File: src/rtl/adder_pkg.sv
// adder_pkg
// Shared defaults and state encoding for the adder stream accumulator.
//   WIDTH_DEF : default operand / adder width
//   CNT_W_DEF : default width of the packet length and carry counter
//   state_e   : accumulator controller states (IDLE / ACC / DONE)
package adder_pkg;

   localparam int WIDTH_DEF = 32;
   localparam int CNT_W_DEF = 8;

   typedef enum logic [1:0] {
      ST_IDLE = 2'd0,
      ST_ACC  = 2'd1,
      ST_DONE = 2'd2
   } state_e;

endpackage : adder_pkg

File: src/rtl/adder_accum_seq.sv
// adder_accum_seq
// Sums a packet of len_i operands using an external WIDTH-bit adder and
// returns the exact (WIDTH+CNT_W)-bit total as {res_carry_o, res_sum_o}.
// The adder is not instantiated here: add_a_o/add_b_o/add_cin_o feed it and
// add_sum_i/add_cout_i come back within the same cycle, so any adder
// architecture can be bound to these ports unchanged.
//
// Ports:
//   clk_i, rst_i          clock, synchronous active-high reset
//   start_i, len_i        packet start and operand count (sampled in IDLE)
//   op_valid_i/op_ready_o/op_data_i   operand stream
//   add_a_o, add_b_o, add_cin_o       to external adder
//   add_sum_i, add_cout_i             from external adder
//   res_valid_o/res_ready_i           result handshake
//   res_sum_o, res_carry_o            low word and carry count of the total
//   busy_o                            controller not idle
//
// Build option ADDER_ACC_INIT_EN: adds init_i, the accumulator seed loaded
// at packet start (otherwise the accumulator starts from 0).
module adder_accum_seq
   import adder_pkg::*;
#(
   parameter int WIDTH = WIDTH_DEF,
   parameter int CNT_W = CNT_W_DEF
) (
   input  logic             clk_i,
   input  logic             rst_i,
   input  logic             start_i,
   input  logic [CNT_W-1:0] len_i,
`ifdef ADDER_ACC_INIT_EN
   input  logic [WIDTH-1:0] init_i,
`endif
   input  logic             op_valid_i,
   output logic             op_ready_o,
   input  logic [WIDTH-1:0] op_data_i,
   output logic [WIDTH-1:0] add_a_o,
   output logic [WIDTH-1:0] add_b_o,
   output logic             add_cin_o,
   input  logic [WIDTH-1:0] add_sum_i,
   input  logic             add_cout_i,
   output logic             res_valid_o,
   input  logic             res_ready_i,
   output logic [WIDTH-1:0] res_sum_o,
   output logic [CNT_W-1:0] res_carry_o,
   output logic             busy_o
);

   state_e           state_q, state_d;
   logic [WIDTH-1:0] acc_q,   acc_d;
   logic [CNT_W-1:0] carry_q, carry_d;
   logic [CNT_W-1:0] rem_q,   rem_d;
   logic [WIDTH-1:0] acc_seed;

`ifdef ADDER_ACC_INIT_EN
   assign acc_seed = init_i;
`else
   assign acc_seed = '0;
`endif

   // Adder operands are driven in every state; the sum is only captured on
   // an operand handshake.
   assign add_a_o   = op_data_i;
   assign add_b_o   = acc_q;
   assign add_cin_o = 1'b0;

   // Handshake outputs decode state only, so there is no combinational path
   // from op_valid_i / res_ready_i back to the ready/valid outputs.
   assign op_ready_o  = (state_q == ST_ACC);
   assign res_valid_o = (state_q == ST_DONE);
   assign busy_o      = (state_q != ST_IDLE);
   assign res_sum_o   = acc_q;
   assign res_carry_o = carry_q;

   always_comb begin
      state_d = state_q;
      acc_d   = acc_q;
      carry_d = carry_q;
      rem_d   = rem_q;
      unique case (state_q)
         ST_IDLE: begin
            if (start_i) begin
               acc_d   = acc_seed;
               carry_d = '0;
               rem_d   = len_i;
               state_d = (len_i == '0) ? ST_DONE : ST_ACC;
            end
         end
         ST_ACC: begin
            if (op_valid_i) begin
               acc_d   = add_sum_i;
               // At most one carry per addition and at most 2^CNT_W-1
               // additions, so the count cannot wrap.
               carry_d = carry_q + CNT_W'(add_cout_i);
               rem_d   = rem_q - CNT_W'(1);
               if (rem_q == CNT_W'(1)) begin
                  state_d = ST_DONE;
               end
            end
         end
         ST_DONE: begin
            // start_i deliberately ignored here, even alongside res_ready_i.
            if (res_ready_i) begin
               state_d = ST_IDLE;
            end
         end
         default: state_d = ST_IDLE;
      endcase
   end

   always_ff @(posedge clk_i) begin
      if (rst_i) begin
         state_q <= ST_IDLE;
         acc_q   <= '0;
         carry_q <= '0;
         rem_q   <= '0;
      end else begin
         state_q <= state_d;
         acc_q   <= acc_d;
         carry_q <= carry_d;
         rem_q   <= rem_d;
      end
   end

endmodule : adder_accum_seq

File: config.mk
export PLATFORM = sky130hd
export DESIGN_NAME = adder_accum_seq
export DESIGN_NICKNAME = d
export VERILOG_FILES = /design/src/rtl/adder_pkg.sv /design/src/rtl/adder_accum_seq.sv
export SDC_FILE = /design/constraint.sdc
export NUM_CORES = 1
export LEC_CHECK = 0
export BUFFER_PORTS_ARGS = -buffer_cell sky130_fd_sc_hd__buf_4
export CORE_MARGIN = 10
export CORE_UTILIZATION = 44
export CTS_CLUSTER_DIAMETER = 80
export CTS_CLUSTER_SIZE = 30
export DETAILED_ROUTE_END_ITERATION = 6
export GPL_ROUTABILITY_DRIVEN = 0
export GPL_TIMING_DRIVEN = 0
export MAX_ROUTING_LAYER = met4
export PLACE_DENSITY_LB_ADDON = 0.08
export SKIP_CTS_REPAIR_TIMING = 1
export SYNTH_ARGS = -nofsm -noshare
export SYNTH_HDL_FRONTEND = slang
export SYNTH_SLANG_ARGS = --single-unit
File: constraint.sdc
create_clock -name clk_i -period 3.93 [get_ports clk_i]
set_input_delay 0.5895 -clock clk_i [delete_from_list [all_inputs] [get_ports clk_i]]
set_output_delay 0.5895 -clock clk_i [all_outputs]
set_load 0.01 [all_outputs]
# After elaboration in Yosys (flattened, before gate mapping)
# Cells that the tools add are included.
[word_totals]
regBits = 50
in_bits = 78
out_inout_bits = 108
word_cells = 34
[classes]
n_addsub = 2
n_eq_ne = 7
n_mux = 15
reduce_logical = 6
[ops]
columns = ["op", "count"]
rows = [
  ["32-bit two-way mux", 2],
  ["32-bit one-hot mux with 2 select lines", 1],
  ["8-bit two-way mux", 4],
  ["8-bit one-hot mux with 2 select lines", 2],
  ["2-bit two-way mux", 5],
  ["8-bit by 1-bit adder with 8-bit output", 1],
  ["8-bit by 1-bit equality test with 1-bit output, second input constant", 1],
  ["8-bit logical NOT", 1],
  ["8-bit by 1-bit subtractor with 8-bit output, second input constant", 1],
  ["2-bit one-hot mux with 3 select lines", 1],
  ["2-bit by 1-bit != test with 1-bit output, second input constant", 2],
  ["2-bit != test, second input constant", 2],
  ["4-bit AND reduction", 1],
  ["2-bit nonzero test", 2],
  ["3-bit AND reduction", 1],
  ["2-bit by 1-bit equality test with 1-bit output, second input constant", 1],
  ["2-bit equality test, second input constant", 1],
  ["2-bit logical NOT", 1],
]

# Logic depth before layout (Yosys ltp)
[logic_depth]
depth_word = 4
ltp_mapped = 7
depth_no_buf = 6

# Worst setup path after synthesis
# OpenSTA, ideal clock, no wires.
[synth_timing]
path_kind = "input -> register"
start = "input op_valid_i"
end = "register rem_q[5]"
arrival_ns = 1.615
required_ns = 3.859
slack_ns = 2.244
path_stages = 6
cell_sequence = "mux2i_1 or2_1 buf_2 buf_2 o21ai_0 a21oi_1"
[synth_via]
elab_chain_cells = 2
[synth_rtl]
columns = ["element", "line", "rtl"]
rows = [
  ["start, declared", "adder_accum_seq.sv:33", "input logic op_valid_i,"],
  ["2-bit != test (no source line)", "-", ""],
  ["3-bit AND reduction (no source line)", "-", ""],
  ["end signal, assigned", "adder_accum_seq.sv:120", "rem_q <= rem_d;"],
  ["end, declared", "adder_accum_seq.sv:51", "logic [CNT_W-1:0] rem_q, rem_d;"],
]
# Every way passes these cells.
# A chain may end at the register's enable or synchronous reset.

# Worst setup path after layout
[layout_timing]
start = "register state_q[0]"
end = "output busy_o"
[layout_via]
elab_chain_cells = 1
[layout_rtl]
columns = ["element", "line", "rtl"]
rows = [
  ["start, declared", "adder_accum_seq.sv:48", "state_e state_q, state_d;"],
  ["start signal, assigned", "adder_accum_seq.sv:117", "state_q <= state_d;"],
  ["2-bit nonzero test", "adder_accum_seq.sv:70", "assign busy_o = (state_q != ST_IDLE);"],
  ["end, declared", "adder_accum_seq.sv:45", "output logic busy_o"],
]
# Every way passes these cells.

==> qor.yml <==
placement:
  io_buffers: 151
  dp_hpwl_um: 7120
  place_ws_ns: 1.85
power_and_ir_drop:
  pwr-share-comb: 0.330
  clkPwrFrac: 0.229
  seq_power_share: 0.441
  leakagePower_nw: 1.90
  p_per_area_nw_per_um2: 341
  ir_drop_mv: 0.193
  power.net_switching_uw: 413
  sw_frac_of_total: 0.313
  intPower_uw: 906
timing:
  slew_violations: 0
  rsz0062_at_grt: "false"
  hold_viol: 0
  timing.final.ws_setup_ns: 1.96
  tns_ns: 0
  period_share: 0.502
  max_freq_mhz: 507
  slew_headroom: 0.601
  worstMarginPinSlew_ns: 0.582
  finalCriticalPeriod_ns: 1.97
  skew_ns: 0.00512
  setup_violations: 0
synth:
  synth_seq_cells: 50
  synth_mux_area_frac: 0.00392
  synth_top_area_cell: "dfxtp_1"
  synth-main-ff-cell: "dfxtp_1"
  synth-xor-area-share: 0.0240
  synth_edf_count: 0
  synth.cells.most_frequent: "buf_4, nor2_1, dfxtp_1, a22oi_1"
  synth_fa_ha_area_frac: 0.0196
  synth_area_um2: 2550
  synth_top_area_share: 0.392
  synth_compound_area_frac: 0.171
  netlist_top_cells_area: "dfxtp_1, buf_4, a22oi_1, nor2_1, a21oi_1"
  synth_fp_nets: 383
  synth_area_per_cell_um2: 8.49
  yosys_warnings: 0
  yosysSeqAreaShare: 0.392
  synth.distinct_cells: 38
  synthSimpleGateAreaFrac: 0.162
  yosysMostFrequentCell: "buf_4"
  syn-instance-count: 301
  synth_top_family_by_area: "buffers and inverters"
  async_reset_ff_frac: 0
grt:
  grt_max_degree: 15
  grt_pass1_vias: 2642
  grt_pass1_wl_um: 12800
  grt_remaining_overflow: 0
  grt_usage: 0.178
  grt_antenna_before_repair: 0
floorplanning:
  die_x_um: 96.2
  num_rows: 27
  io_pins: 186
  dieArea_um2: 9250
  start_util: 0.458
  core_um2: 5570
  fp.dieH_um: 96.2
setup_path:
  worstSetupPathType: "reg -> out"
  endpoint_kind: "primary output"
  start_kind: "register"
  required_ns: 3.34
  reg2reg_slack_ns: 2.10
  cp.arrival_ns: 1.38
  cp_max_fo: 10
route:
  drt-vias-per-instance: 4.86
  drc_errors: 0
  drtIter0Drc: 96
  via_count: 2584
  wl_per_cell_um: 16.0
  antenna_left: 0
  dr.pass1.iters: 4
  drt_wl_total_um: 8530
clock_network:
  cts_tree: "built"
  clock_tree.root_cell: "clkbuf_8"
  h-tree-depth: 2
  cts_buffer_depth: 2
  cts_num_sinks: 50
  worstSkewPairLatency_ns: 0.30
  cts_buffers: 5
  clkTransAtPathRegs_ns: 0.09
layout:
  area_growth_pct: 51.5
  antenna_cells: 0
  drive_gt1_frac: 0.498
  fin_nets: 541
  nFillCells: 513
outcome:
  status: "finished, final reports clean"
flow_run:
  cap_violations: 0
min_path:
  hold_class: "reg -> reg"
## kinds of logic after synthesis
logic type,count (synthesis)
AND/OR/NAND/NOR,88
adder cells (fa/ha/maj),4
flip-flops,50
other,1
AO/OA/AOI/OAI,63
multiplexers,1
buffers and inverters,87
XOR/XNOR,7
## power groups by stage
stage	combinational (mW)	sequential, mW	clock (mW)
4_1_cts	0.441	0.582	0.310
6_report	0.435	0.582	0.301
5_1_grt	0.484	0.589	0.335
3_3_place_gp	0.431	0.592	0
3_5_place_dp	0.439	0.593	0
2_1_floorplan	0.254	0.593	0
## flip-flops by register name (all words and copies together) (netlist names)
| signal | flops |
|---|---|
| add_b_o | 32 |
| rem_q | 8 |
| res_carry_o | 8 |
| state_q | 2 |
## layout by cell type (no fill, tap or decap), types with 2 or more instances in the layout
cell,n
buf_4,216
nor2_1,51
dfxtp_1,50
a22oi_1,34
clkbuf_1,13
a21oi_1,12
nor3_1,7
xnor2_1,6
clkbuf_8,6
inv_1,5
buf_2,5
nand2_1,5
nand3_1,5
o21ai_0,4
ha_1,4
nand2b_1,3
a21o_1,3
nand3b_1,3
a211oi_1,3
nor4_1,3
nor3b_1,2
or4_1,2
## stage by stage
| step | cell area (um^2) | power [mW] | util | std cells | hold slack, ns |
|---|---|---|---|---|---|
| floorplan | 2550 | 0.847 | - | 301 | 0.460 |
| global placement | 3780 | 1.02 | 0.678 | 524 | 0.478 |
| detailed placement | 3780 | 1.03 | 0.678 | 524 | 0.480 |
| CTS | 3870 | 1.33 | 0.694 | 532 | 0.496 |
| global route | 3870 | 1.41 | 0.694 | 532 | 0.516 |
| finish | 3870 | 1.32 | 0.694 | 532 | 0.498 |
## area by class of cell
type                    count  area (um^2)  area share
clock inverters             1         5.00     0.00129
clock buffers               7         86.3      0.0223
well taps                  72         90.1      0.0233
multi-input cells         164          977       0.253
repair buffers            151         1130       0.293
plain buffers              82          558       0.144
flip-flops and latches     50         1000       0.259
inverters                   5         18.8     0.00485
## per-layer routing
layer  track usage  share of wire  routed length [um]  vias to the layer above
li1              -              -                   -                     1283
met1         0.193           0.38                3260                     1162
met2         0.295           0.50                4260                      130
met3        0.0755           0.11                 921                        9
met4        0.0418          0.010                  85                        0
met5             -              0                   0                        -
## worst max-delay path, stage by stage (launching register included)
cell and delay (ns):
dfxtp_1 0.40, clkbuf_1 0.36, nor2_1 0.14, inv_1 0.08, buf_4 0.11
## final timing paths
| check | cells past startpoint | start | end |
|---|---|---|---|
| worst max-delay path | 4 | state_q[0] | busy_o |
| worst min-delay path | 2 | rem_q[5] | rem_q[5] |
| worst max register to register | 6 | state_q[0] | rem_q[6] |
| worst min register to register | 2 | rem_q[5] | rem_q[5] |
Note: power is estimated with default switching activity, not from simulation.
